File: config.mk
export PLATFORM = sky130hd
export DESIGN_NAME = priority_arbiter
export DESIGN_NICKNAME = d
export VERILOG_FILES = /design/src/rtl/priority_arbiter.sv
export SDC_FILE = /design/constraint.sdc
export NUM_CORES = 1
export LEC_CHECK = 0
export BUFFER_PORTS_ARGS = -buffer_cell sky130_fd_sc_hd__buf_2
export CORE_ASPECT_RATIO = 1.25
export CORE_UTILIZATION = 40
export CTS_CLUSTER_DIAMETER = 60
export CTS_CLUSTER_SIZE = 25
export DETAILED_ROUTE_END_ITERATION = 8
export GPL_TIMING_DRIVEN = 1
export PLACE_DENSITY = 0.64
export SLEW_MARGIN = 40
export SYNTH_ARGS = -nofsm -noshare
export SYNTH_HDL_FRONTEND = slang
export SYNTH_SLANG_ARGS = --single-unit
File: constraint.sdc
create_clock -name clk -period 8.5 [get_ports clk]
set_input_delay 1.7 -clock clk [delete_from_list [all_inputs] [get_ports clk]]
set_output_delay 1.7 -clock clk [all_outputs]
set_load 0.1 [all_outputs]
File: src/rtl/priority_arbiter.sv
// priority_arbiter: shares one resource among NUM_REQ requesters, highest index wins,
// fixed or round-robin selection, grant held until release or hold timeout.
module priority_arbiter #(
    parameter int NUM_REQ  = 8,
    parameter int ID_W     = $clog2(NUM_REQ),
    parameter int MAX_HOLD = 16
) (
    input  logic               clk,
    input  logic               rst_n,
    input  logic [NUM_REQ-1:0] req,
    input  logic               rr_en,
    output logic [NUM_REQ-1:0] gnt,
    output logic [ID_W-1:0]    gnt_id,
    output logic               gnt_valid,
    output logic               timeout
);
    localparam int HW = (MAX_HOLD > 0) ? $clog2(MAX_HOLD + 1) : 1;
    typedef enum logic [1:0] {IDLE = 2'd0, GRANT = 2'd1} state_t;
    state_t          state;
    logic [HW-1:0]   hold_cnt;
    logic [ID_W-1:0] rr_ptr;
    logic [ID_W-1:0] win;
    logic [ID_W-1:0] idx;
    int              t;
    logic            release_now;
    always_comb begin
        win = '0;
        idx = '0;
        t   = 0;
        if (rr_en) begin
            // Walk from farthest to nearest so the first hit below rr_ptr (with wrap) is kept last.
            for (int d = NUM_REQ - 1; d >= 0; d--) begin
                t = int'(rr_ptr) - d;
                if (t < 0) t = t + NUM_REQ;
                idx = ID_W'(t);
                if (req[idx]) win = idx;
            end
        end else begin
            for (int i = 0; i < NUM_REQ; i++) begin
                idx = ID_W'(i);
                if (req[idx]) win = idx;
            end
        end
    end
    assign release_now = !req[gnt_id] || (MAX_HOLD != 0 && hold_cnt == HW'(MAX_HOLD));
    always_ff @(posedge clk or negedge rst_n) begin
        if (!rst_n) begin
            state     <= IDLE;
            hold_cnt  <= '0;
            rr_ptr    <= ID_W'(NUM_REQ - 1);
            gnt       <= '0;
            gnt_id    <= '0;
            gnt_valid <= 1'b0;
            timeout   <= 1'b0;
        end else begin
            timeout <= 1'b0;
            if (state == GRANT) begin
                if (release_now) begin
                    state     <= IDLE;
                    hold_cnt  <= '0;
                    gnt       <= '0;
                    gnt_id    <= '0;
                    gnt_valid <= 1'b0;
                    timeout   <= req[gnt_id];
                end else if (MAX_HOLD != 0) begin
                    hold_cnt <= hold_cnt + HW'(1);
                end
            end else if (|req) begin
                state     <= GRANT;
                hold_cnt  <= HW'(1);
                gnt       <= NUM_REQ'(1) << win;
                gnt_id    <= win;
                gnt_valid <= 1'b1;
                rr_ptr    <= (win == '0) ? ID_W'(NUM_REQ - 1) : win - ID_W'(1);
            end else begin
                state <= IDLE;
            end
        end
    end
endmodule

==> flow_summary.ini <==
[critical_path]
cp-start-kind = input pin
cp_slowest_cell = mux4_2
cp.depth = 12
r2r_end = rr_ptr[2]$_DFFE_PN1P_
r2r_start = rr_ptr[0]$_DFFE_PN1P_
cp_top_family = compound AO/OA/AOI/OAI gates
r2r_setup_slack_ns = 4.34
crit_fanout = 12
path_common_cell = o21ai_0
critPathKind = in2reg
crit_chain = buf_2, mux4_2, mux2_2, or3_1, a31oi_1, o21ai_0, a31o_1, ha_1, o21ai_0, nor2_1, a21oi_1, nand3_1
critPathMaxStageDelay_ns = 0.51
cp-end-kind = flop
worstPathArrival_ns = 4.37
r2r_cells = 13
setup.worst_path.end = rr_ptr[2]$_DFFE_PN1P_
startpoint = req[7]
worst-path-buf-inv = 1
crit_required_ns = 8.68

[place]
place_congestion = 0.856
dpl.hpwl_um = 3910
placedCellCount = 303
port-buffer-count = 23

[clocking]
cts_tree = yes
numCtsBuffers = 3
clk_latency_ns = 0.26
post_cts_buffers = 0
path_clk_slew_ns = 0.08
ctsHoldBuffers = 0
cts_resized = 0
cts.path.max_buffers = 2
cts_root_buffer = clkbuf_8
clock_sinks = 22
htreeDepth = 1

[timing]
slew_viol_final = 0
fin_setup_tns_ns = 0
relSlewSlack = 0.568
min_period_over_period = 0.493
setup_viol = 0
worst_slew_pin_slew_ns = 0.643
rsz0062_at_grt = false
finClkSkew_ns = 0.00376
period_minus_slack_ns = 4.19
hold_viol_final = 0
fmax_mhz = 239

[global_routing]
overflow = 0
antenna_found_initial = 0
grt_pass1_wl_um = 8870
grt_start_max_net_pins = 26
grtUsageTotal = 0.199
grt_pass1_vias = 1767

[die]
coreArea_mm2 = 0.00515
start_util = 0.424
ioPinCount = 24
die_y_um = 84.7
die-area_mm2 = 0.00577
std_cell_rows = 29
die_w_um = 68.1

[yosys]
yosys-top-cells-area = dfrtp_1 (22%), mux4_2 (12%), mux2i_1 (5.5%), ha_1 (5.1%), o21ai_0 (4.6%)
synth_top_cell_area_share = 0.217
synth.most_common_cell = nand2_1
syn-num-nets = 253
yosys.area.top_type = dfrtp_1
yosysSeqAreaShare = 0.253
synth_area_mm2 = 0.00219
netlist_instances = 233
synth_edf_count = 0
dominantRegCellSynth = dfrtp_1
synth_seq_cells = 22
synth_cell_types = 57
avgSynthCellArea_um2 = 9.39
synthTopCellsByCount = nand2_1 (23), o21ai_0 (20), dfrtp_1 (19)
yosysWarnings = 0
synthArstFlopShare = 1.00

[run_status]
status = finished, final reports clean

[final_layout]
drive_above_1_share = 0.245
syn_to_final_growth_pct = 7.49
diodes = 0
nNetsFinal = 266
layout.cells.non_filler = 307
fillers = 507

[worst_hold_path]
hold_class = reg2reg

[drt]
drt_iter0_drc = 153
routed_via_density = 6.04
wirelength_um = 5220
drtAntennaViolNets = 0
route.detailed.drc = 0
drt-pass1-iter-count = 4
dr_total_vias = 1855
wl_per_cell_um = 17.0

[job]
max-cap-violations = 0
how the worst min path moves through the flow:
stage | start | endpoint | slack (ns) | depth (start not counted)
2_1_floorplan | hold_cnt[4]$_DFFE_PN0P_ | hold_cnt[4]$_DFFE_PN0P_ | 0.44 | 1
3_3_place_gp | gnt_valid$_DFFE_PN0P_ | gnt_valid$_DFFE_PN0P_ | 0.46 | 2
5_1_grt | gnt[7]$_DFFE_PN0P_ | gnt[7]$_DFFE_PN0P_ | 0.51 | 1
3_5_place_dp | gnt_valid$_DFFE_PN0P_ | gnt_valid$_DFFE_PN0P_ | 0.46 | 2
6_report | gnt[2]$_DFFE_PN0P_ | gnt[2]$_DFFE_PN0P_ | 0.48 | 2
4_1_cts | gnt_valid$_DFFE_PN0P_ | gnt_valid$_DFFE_PN0P_ | 0.49 | 2
sequential cells by signal (all words and copies together) (netlist names):
name	cells
gnt	8
hold_cnt	5
gnt_id	3
rr_ptr	3
gnt_valid	1
state	1
timeout	1
cell type report:
type                            count  area, um2  area share
Clock buffer                        4       55.1      0.0234
Sequential cell                    22        554       0.236
Inverter                           14       52.6      0.0224
Multi-Input combinational cell    181       1490       0.633
Timing Repair Buffer               24        123      0.0522
Tap cell                           62       77.6      0.0330
metal layers:
| metal | routed length [um] | global-route usage | share of wire |
|---|---|---|---|
| met2 | 2590 | 0.311 | 0.50 |
| met4 | 73 | 0.0511 | 0.014 |
| met1 | 2360 | 0.293 | 0.45 |
| met3 | 204 | 0.0149 | 0.039 |
| met5 | 0 | 0 | 0 |
placed cells by master, fill, tap and decap left out, types with 4 or more instances in the layout:
| master | instances |
|---|---|
| dfrtp_1 | 19 |
| mux2_2 | 8 |
| nor2_1 | 12 |
| nor3_1 | 6 |
| nor2b_1 | 5 |
| nand3_1 | 7 |
| mux4_2 | 12 |
| a32o_1 | 4 |
| inv_1 | 13 |
| a31oi_1 | 5 |
| mux2i_1 | 12 |
| ha_1 | 9 |
| nand2_1 | 23 |
| clkbuf_8 | 4 |
| a21oi_1 | 7 |
| o21ai_0 | 20 |
| buf_2 | 23 |
worst register-to-register path, stage by stage (launching register included):
cell and delay, ns:
dfstp_2 0.94, inv_1 0.16, ha_1 0.29, xnor2_1 0.49, mux4_2 0.61, or2_1 0.23, a31oi_1 0.24, o21ai_0 0.16
a31o_1 0.27, ha_1 0.24, o21ai_0 0.18, nor2_1 0.06, a21oi_1 0.12, nand3_1 0.09
metrics by stage:
step / instance area [um2] / hold slack, ns / setup slack, ns / util
6_report: 2350 / 0.483 / 4.31 / 0.456
4_1_cts: 2350 / 0.486 / 4.30 / 0.456
5_1_grt: 2350 / 0.512 / 4.02 / 0.456
2_1_floorplan: 2190 / 0.440 / 4.30 / -
3_3_place_gp: 2290 / 0.461 / 4.11 / 0.445
3_5_place_dp: 2300 / 0.463 / 4.04 / 0.446
kinds of logic after synthesis:
family          after synthesis  share of synthesized area
simple gates                 69                      0.153
compound gates               63                      0.205
mux                          37                      0.257
buf+inv                      30                     0.0675
flops                        22                      0.253
fa+ha+maj                     9                     0.0515
xor+xnor                      3                     0.0120
Power is left out: the tool's default activity adds up to more than one toggle a clock period on the data nets, which glitch-free logic cannot reach.
